<file path="config.mk">
export PLATFORM = sky130hd
export DESIGN_NAME = router_fifo
export DESIGN_NICKNAME = d
export VERILOG_FILES = /design/src/rtl/router_fifo.sv
export SDC_FILE = /design/constraint.sdc
export NUM_CORES = 1
export LEC_CHECK = 0
export CORE_MARGIN = 10
export CORE_UTILIZATION = 39
export CTS_CLUSTER_DIAMETER = 40
export DETAILED_ROUTE_END_ITERATION = 6
export GPL_TIMING_DRIVEN = 0
export HOLD_SLACK_MARGIN = 0.03
export PLACE_DENSITY = 0.58
export SYNTH_ARGS = -nofsm -noshare
export SYNTH_HDL_FRONTEND = slang
export SYNTH_SLANG_ARGS = --single-unit
</file>
<file path="constraint.sdc">
create_clock -name clk -period 4.8 [get_ports clk]
set_input_delay 0.48 -clock clk [delete_from_list [all_inputs] [get_ports clk]]
set_output_delay 0.48 -clock clk [all_outputs]
set_load 0.02 [all_outputs]
</file>
<file path="src/rtl/router_fifo.sv">
// Per-port packet-aware output FIFO: stores {hdr flag, byte}, flags the parity byte on pkt_end; read data 1 cycle after read_enb.
// Writes while full are dropped, reads while empty are ignored; soft_reset flushes all pointers/counters with priority.
module router_fifo #(
  parameter int DEPTH = 16,
  parameter int WIDTH = 8
) (
  input  logic             clk,
  input  logic             resetn,
  input  logic             soft_reset,
  input  logic             write_enb,
  input  logic             lfd_state,
  input  logic [WIDTH-1:0] data_in,
  input  logic             read_enb,
  output logic [WIDTH-1:0] data_out,
  output logic             pkt_end,
  output logic             full,
  output logic             empty
);

  localparam int AW = $clog2(DEPTH);

  logic [WIDTH:0]   mem_q [DEPTH];
  logic [AW:0]      wr_ptr_q, wr_ptr_d;
  logic [AW:0]      rd_ptr_q, rd_ptr_d;
  logic [6:0]       cnt_q, cnt_d;
  logic [WIDTH-1:0] data_out_q, data_out_d;
  logic             pkt_end_q, pkt_end_d;
  logic [WIDTH:0]   rd_entry;
  logic             wr_acc, rd_acc;

  assign empty    = (wr_ptr_q == rd_ptr_q);
  assign full     = (wr_ptr_q[AW-1:0] == rd_ptr_q[AW-1:0]) && (wr_ptr_q[AW] != rd_ptr_q[AW]);
  assign wr_acc   = write_enb && !full && !soft_reset;
  assign rd_acc   = read_enb && !empty && !soft_reset;
  assign rd_entry = mem_q[rd_ptr_q[AW-1:0]];
  assign data_out = data_out_q;
  assign pkt_end  = pkt_end_q;

  always_comb begin
    wr_ptr_d   = wr_ptr_q;
    rd_ptr_d   = rd_ptr_q;
    cnt_d      = cnt_q;
    data_out_d = data_out_q;
    pkt_end_d  = 1'b0;
    if (soft_reset) begin
      wr_ptr_d   = '0;
      rd_ptr_d   = '0;
      cnt_d      = '0;
      data_out_d = '0;
    end else begin
      if (wr_acc) wr_ptr_d = wr_ptr_q + (AW+1)'(1);
      if (rd_acc) begin
        rd_ptr_d   = rd_ptr_q + (AW+1)'(1);
        data_out_d = rd_entry[WIDTH-1:0];
        // Header reload always wins, so a truncated packet never raises pkt_end.
        if (rd_entry[WIDTH]) begin
          cnt_d = {1'b0, rd_entry[7:2]} + 7'd1;
        end else if (cnt_q != 7'd0) begin
          cnt_d     = cnt_q - 7'd1;
          pkt_end_d = (cnt_q == 7'd1);
        end
      end
    end
  end

  // Storage has no reset; flushed entries are simply unreachable.
  always_ff @(posedge clk) begin
    if (wr_acc) mem_q[wr_ptr_q[AW-1:0]] <= {lfd_state, data_in};
  end

  always_ff @(posedge clk or negedge resetn) begin
    if (!resetn) begin
      wr_ptr_q   <= '0;
      rd_ptr_q   <= '0;
      cnt_q      <= '0;
      data_out_q <= '0;
      pkt_end_q  <= 1'b0;
    end else begin
      wr_ptr_q   <= wr_ptr_d;
      rd_ptr_q   <= rd_ptr_d;
      cnt_q      <= cnt_d;
      data_out_q <= data_out_d;
      pkt_end_q  <= pkt_end_d;
    end
  end

endmodule
</file>
After elaboration in Yosys (flattened, before gate mapping):

Memory sizes are Yosys's and may differ from the RTL's.
Cells that the tools add are included.
W data, S select, Z words.

* multiplexer cells: 16
* add/sub/neg operators: 4
* equal/unequal tests: 4
* reductions and logical operators: 13

Operator list (count)
* $mux W7: 4
* $mux W5: 4
* $mux W8: 2
* $add A5 B1 Y5 const B: 2
* $add A6 B1 Y7 const B: 1
* $eq A7 B1 Y1 const B: 1
* $reduce_bool A7 Y1: 1
* $sub A7 B1 Y7 const B: 1
* $mux W1: 6
* $eq A5 B5 Y1: 1
* $logic_and A1 B1 Y1: 5
* $eq A4 B4 Y1: 1
* $reduce_bool A2 Y1: 2
* $logic_not A1 Y1: 3
* $reduce_bool A3 Y1: 1
* $reduce_and A2 Y1: 1
* $ne A1 B1 Y1: 1

* RAM bits: 144
* memories kept: 1
* flip-flop bits (word level): 26
* output and inout port bits: 11
* word-level logic and storage cells: 43
* input port bits: 14

Memories
* mem_q: depth 16, bits a word 9, read ports 1, clocked after memory_dff 0, wr ports 1, line 22 `logic [WIDTH:0] mem_q [DEPTH];`

Depth between registers and ports, before layout:

* word-level depth: 7
* gate-level depth with buffers: 10
* gate-level depth less buffers: 8

Worst setup path after synthesis:

OpenSTA, ideal clock, no wires.

* path type: reg-to-reg
* from: register rd_ptr_q[0]
* to: memory mem_q[10][0] (netlist bit), enable pin
* clock period less this slack: 2.902 ns
* data arrival time: 2.499 ns
* setup time: 0.403 ns
* buffers on the path: 3
* path slack: 1.898 ns
* data required time: 4.397 ns
* stages on the path, launching flop included: 9
* cell sequence: dfrtp_1 -> buf_6 -> buf_6 -> xnor2_1 -> nand4_2 -> o21a_1 -> buf_2 -> nand2_1 -> nor4b_1

* longest elaborated chain between the ends: 7

Ends and longest elaborated chain
* from (decl): line 24 `logic [AW:0] rd_ptr_q, rd_ptr_d;`
* from (signal assigned): line 80 `rd_ptr_q <= rd_ptr_d;`
* $eq A4 B4 Y1: line 32 `assign full = (wr_ptr_q[AW-1:0] == rd_ptr_q[AW-1:0]) && (wr_ptr_q[AW] != rd_ptr_q[AW]);`
* $logic_and A1 B1 Y1: line 32
* $logic_not A1 Y1: line 33 `assign wr_acc = write_enb && !full && !soft_reset;`
* $logic_and A1 B1 Y1 (2 in a row): line 33
* $mux W1: line 68 `if (wr_acc) mem_q[wr_ptr_q[AW-1:0]] <= {lfd_state, data_in};`
* $mux W1 (implied by the code): line 68
* to (decl): line 22

Every way passes these cells.

Worst setup path after layout:

* from: register rd_ptr_q[2]
* to: memory mem_q[8][2] (netlist bit), enable pin

Same word-level chain as after synthesis.

==> reports/results.txt <==
core footprint: 0.0181 mm2
crit path kind: reg -> reg
clk sinks: 170
clock insertion delay at the later pin of the skew report: 0.43 ns
GPL Wtd Cong: 0.836
Synth Register Bits: 170
Port-buffer cells: 24
stages on the worst setup path: 8
Final #Nets: 496
pin count of the biggest net entering global routing: 27
syn_nets: 444
Fin. Hold Viols: 0
Synth top cells by count: edfxtp_1 (144), mux4_2 (36), nand2_1 (33), dfrtp_1 (26), nor2_1 (23)
fin crit share: 66.7%
Leak: 2.79 nW
Pins Over Slew Limit: 0
DP HPWL: 10.7 mm
async set-reset flop share out of synthesis: 15.3%
root buf cell: clkbuf_16
Max rail drop VDD: 308 uV
number of fill cells: 1543
final WL: 16.0 mm
Post-Synthesis Cell Area: 0.00721 mm2
Max Clk Rate: 313 MHz
MaxCap Viol Count: 0
Vias/cell: 5.53
Yosys cell types: 51
CTS max path bufs: 2
Worst Tran Pin Value: 0.886 ns
FF-to-FF path depth: 8
clk slew on worst S/H paths: 0.07 ns
Starting Density: 39.9%
Hold Path Class: in -> async
drt pass-1 iters: 5
die height: 156 um
share of cells above drive strength 1: 21.4%
global-route wire length before repair: 24.7 mm
Primary FF master, synth: edfxtp_1
via count: 3954
Row Count: 49
TritonCTS clock tree: yes
H-tree depth: 4
critical path's slowest cell: nor4b_2
area grow syn2layout: 17.0%
postcts setup bufs: 0
slew margin rel.: 40.8%
Post-CTS Resized: 0
grt total ovfl: 0
crit-path leading delay family: simple AND/OR/NAND/NOR gates
WP data required: 4.93 ns
count of final setup violators: 0
arrival time at the worst endpoint: 3.33 ns
Tmin final: 3.20 ns
Overall Global Routing Usage: 13.7%
ranking of synthesized cells by area: edfxtp_1 (60%), mux4_2 (11%), dfrtp_1 (9.0%)
antenna-violating nets left: 0
die width: 156 um
vias in the first global route: 4122
post-synth top area share: 59.9%
Top-Level Pins: 25
area leader, netlist: edfxtp_1
cell with the most instances after synthesis: edfxtp_1
final hold slack: 0.0481 ns
average size of a mapped cell: 17.1 um2
crit path cell chain: clkbuf_1, xnor2_1, nand4_2, o21a_1, buf_2, nand2_1, nor4b_2, buf_4
WP buf/inv: 3
routed wire length per instance: 22.3 um
die area: 0.0243 mm2
number of remaining DRC errors: 0
RSZ-0062 raised after global routing: no
Clock Skews: 0.0102 ns
cells after synthesis: 421
crit-path max cell delay: 0.78 ns
crit path max fanout: 10
setup_tns: 0 ns
status: finished, final reports clean
crit start category: flop
cts hold-fix bufs: 0
EDFF count, synth: 144
Power Density: 445 mW/mm2
final core utilization: 46.7%
initial antenna violation count: 0
TritonCTS Buffers: 17
sequential-to-total area share from yosys stat: 69.0%
CP Capture Type: flop
DR iter-0 viols: 311
Yosys Warn Count: 0
antenna diode count: 0
## layout make-up
| class | count | area, um2 | share of cell area (%) |
|---|---|---|---|
| clock buffer | 17 | 425 | 5.04 |
| tap | 229 | 287 | 3.39 |
| clock inverter | 15 | 164 | 1.94 |
| timing repair buffer | 33 | 310 | 3.68 |
| inverter | 9 | 33.8 | 0.400 |
| buffer | 20 | 119 | 1.41 |
| multi-input combinational | 222 | 2130 | 25.2 |
| sequential | 170 | 4970 | 58.9 |
## report_power, final
group	internal [mW]	total, mW	switching, mW	leakage, nW
registers	1.64	1.69	0.0434	1.65
logic	0.316	0.698	0.382	0.845
clock network	0.778	1.37	0.589	0.288
total	2.74	3.75	1.01	2.79
## layout by cell type (no fill, tap or decap), types with 3 or more instances in the layout
master           netlist  routed
buf_6                  5       7
xor2_1                 6       6
nand3_1                4       4
and2_1                 4       4
nor4_1                 7       5
a22oi_1                8       8
and4_1                 4       4
nand2_1               33      33
nor2_1                23      23
clkbuf_16              0      17
o21ai_0                4       4
clkbuf_1               7       7
ha_1                   9       9
mux4_2                36      36
clkdlybuf4s50_1        0      23
nand4_1                7       7
buf_4                  0       7
edfxtp_1             144     144
dfrtp_1               26      26
inv_1                  9       9
and3_1                 3       3
inv_6                  0       5
buf_2                  5       6
buf_1                  3       3
nor4b_2                1       4
nor3_1                 6       4
o22ai_1                4       4
mux2i_1                3       3
xnor2_1               11      11
a21oi_1               14      14
## per-stage QoR
stage,worst slack [ns],instances,power [mW],instance area (um2)
after detailed placement,1.60,683,2.42,7860
after global routing,1.42,715,3.93,8440
final,1.60,715,3.75,8440
after global placement,0.214,674,2.41,7740
after CTS,1.57,715,3.79,8450
after floorplan,1.90,421,2.22,7210
## metal layers
layer / track usage [%] / share of wire [%]
met3: 3.45 / 5.4
met1: 17.3 / 43
met5: 0 / 0
met4: 4.68 / 1.6
met2: 22.6 / 50
## registers in the layout, indices dropped and copies added (netlist names)
| name | count |
|---|---|
| cnt_q | 7 |
| data_out | 8 |
| mem_q | 144 |
| pkt_end | 1 |
| rd_ptr_q | 5 |
| wr_ptr_q | 5 |
## worst paths after layout
kind	startpoint	slack (ns)	to
max in group asynchronous	resetn	4.34	data_out[6]$_DFFE_PN0P_
min reg2reg	data_out[4]$_DFFE_PN0P_	0.52	data_out[4]$_DFFE_PN0P_
min	resetn	0.05	cnt_q[1]$_DFFE_PN0P_
min in group clk	data_out[4]$_DFFE_PN0P_	0.52	data_out[4]$_DFFE_PN0P_
max	rd_ptr_q[2]$_DFFE_PN0P_	1.60	mem_q[8][2]$_DFFE_PP_
max reg2reg	rd_ptr_q[2]$_DFFE_PN0P_	1.60	mem_q[8][2]$_DFFE_PP_
## kinds of logic after synthesis
logic type | count (synthesis) | synth area share (%)
flip-flops | 170 | 69.0
AND/OR/NAND/NOR | 105 | 7.60
AO/OA/AOI/OAI | 50 | 5.32
multiplexers | 41 | 12.4
buffers and inverters | 29 | 2.12
XOR/XNOR | 17 | 2.06
adder cells (fa/ha/maj) | 9 | 1.56
(Power assumes the default switching activity.)
==> RTL edit (same flow settings) <==
`DEPTH`: 16 -> 32.
--- a/src/rtl/router_fifo.sv
+++ b/src/rtl/router_fifo.sv
@@ -2,5 +2,5 @@
 // Writes while full are dropped, reads while empty are ignored; soft_reset flushes all pointers/counters with priority.
 module router_fifo #(
-  parameter int DEPTH = 16,
+  parameter int DEPTH = 32,
   parameter int WIDTH = 8
 ) (
Function: same outputs for any inputs over 4 cycles, from zero or initial values and one cycle with resetn low; that may be too few to reach the edited logic, so the function may still have changed.
==> RTL edit against the original RTL <==
  * Total power is 88% higher
  * The flow now finishes with violations (hold timing)
  * Synthesized area is 78% higher
  * Setup slack worse by 720 ps
  * Critical endpoint is now mem_q[29][5]$_DFFE_PP_
  * Critical path type unchanged
  * Non-clock buffer count is 4 higher
  * Critical path depth is 2 higher
  * Routed wire length is 93% higher
  * Sequential cell count is 146 higher
  * Cell area is 77% higher
  * Synthesized cell count is 60% higher
==> RTL edit: results (changes against the original RTL) <==
| Metric | Value |
|---|---|
| Outcome | finished with violations (was finished, final reports clean) |
| Failing checks | hold timing |
| Worst slack at placement | 813 ps (was 1600 ps) |
| P_leak | 4.79 nW (was 2.79 nW) |
| Placed insts | 1,138 (was 683) |
| Total track usage | 0.152 (was 0.137) |
| Clock skew | 18.0 ps (was 10.2 ps) |
| Placed Instance Area | 13,600 um2 (was 7860 um2) |
| Violation count after the first detailed-route iteration | 626 (was 311) |
| Largest net degree at the start of global routing | 33 (was 27) |
| Worst hold margin | -13.2 ps (was 48.1 ps) |
| Fraction of the mapped netlist area in compound gates | 0.0242 (was 0.0532) |
| Share of cells above drive strength 1 | 0.228 (was 0.214) |
| XOR/XNOR Fraction of Synth Area | 0.0137 (was 0.0206) |
| Clock latency on the worst-skew pair | 530 ps (was 430 ps) |
| CTS Buf Count | 40 (was 17) |
| Post-synth top cells | edfxtp_1, mux4_2, nor2_1 (was edfxtp_1, mux4_2, nand2_1) |
| Largest register FFs | 288 (was 144) |
| FF-to-FF setup slack | 880 ps (was 1600 ps) |
| GPL Wtd Cong | 0.861 (was 0.836) |
| First-pass GRT wire length | 46.0 mm (was 24.7 mm) |
| Sw power | 0.00176 W (was 0.00101 W) |
| CP Launch Point | rd_ptr_q[0]$_DFFE_PN0P_ (was rd_ptr_q[2]$_DFFE_PN0P_) |
| Ys flop type | edfxtp_1 (unchanged) |
| Fin crit period | 3920 ps (was 3200 ps) |
| Post-synth EDFFs | 288 (was 144) |
| Post-synthesis mux area share | 0.156 (was 0.124) |
| Max incr delay on CP | 1000 ps (was 780 ps) |
| Total number of vias | 6,598 (was 3,954) |
| Relative slew slack | 0.167 (was 0.408) |
| Post-Synth Adder-Cell Area | 0.00878 (was 0.0156) |
| Crit path max-delay cell type | nor2_1 (was nor4b_2) |
| Vias in the first global route | 6,979 (was 4,122) |
| Longest Clk Path Bufs | 3 (was 2) |
| Final hold vios | 27 (was 0) |
| Synth async-reset ratio | 0.0886 (was 0.153) |
| Placed wire-length estimate | 20.1 mm (was 10.7 mm) |
| Ranking of synthesized cells by area | edfxtp_1, mux4_2, dfrtp_1 (unchanged) |
| N_diodes | 0 (unchanged) |
| Final wirelength | 30.8 mm (was 16.0 mm) |
| Critical path arrival | 4050 ps (was 3330 ps) |
| H-Tree Depth | 2 (was 4) |
| Final cell count without fillers | 1,209 (was 715) |
| Mean Syn Cell Area | 19.1 um2 (was 17.1 um2) |
| Worst r2r dst | mem_q[29][5]$_DFFE_PP_ (was mem_q[8][2]$_DFFE_PP_) |
| Layout Nets | 761 (was 496) |
## RTL edit: metal layers
| layer | vias up | GRT usage | share of wire |
|---|---|---|---|
| li1 | 2839 | - | - |
| met1 | 3464 | 0.203 | 0.42 |
| met2 | 245 | 0.250 | 0.49 |
| met3 | 50 | 0.0260 | 0.061 |
| met4 | 0 | 0.0462 | 0.022 |
| met5 | - | 0 | 0 |
## RTL edit: logic make-up (layout without fill, tap and decap cells)
kind of cell,after synthesis,count (layout)
flip-flops,316,316
AND/OR/NAND/NOR,137,137
multiplexers,102,102
AO/OA/AOI/OAI,48,48
buffers and inverters,40,135
XOR/XNOR,20,20
adder cells (fa/ha/maj),9,9
## RTL edit: worst min-delay path by stage
stage | from | end
final | resetn | cnt_q[6]$_DFFE_PN0P_
after floorplan | resetn | cnt_q[0]$_DFFE_PN0P_
after detailed placement | cnt_q[6]$_DFFE_PN0P_ | cnt_q[6]$_DFFE_PN0P_
after global routing | resetn | cnt_q[6]$_DFFE_PN0P_
after CTS | cnt_q[6]$_DFFE_PN0P_ | cnt_q[6]$_DFFE_PN0P_
after global placement | cnt_q[6]$_DFFE_PN0P_ | cnt_q[6]$_DFFE_PN0P_
## RTL edit: power groups by stage
stage / clock network [W] / logic (W) / registers [W]
global route: 0.00313 / 0.00108 / 0.00309
CTS: 0.00301 / 0.00101 / 0.00309
global placement: 0 / 0.000993 / 0.00314
floorplan: 0 / 0.000660 / 0.00315
finish: 0.00297 / 0.00100 / 0.00309
detailed placement: 0 / 0.00101 / 0.00314
## RTL edit: area by class of cell
class | count | area (um2)
plain buffers | 33 | 186
clock buffers | 44 | 1040
clock inverters | 27 | 292
fillers | 2719 | 17500
inverters | 7 | 26.3
multi-input cells | 316 | 3260
flip-flops and latches | 316 | 9350
well taps | 442 | 553
repair buffers | 24 | 235
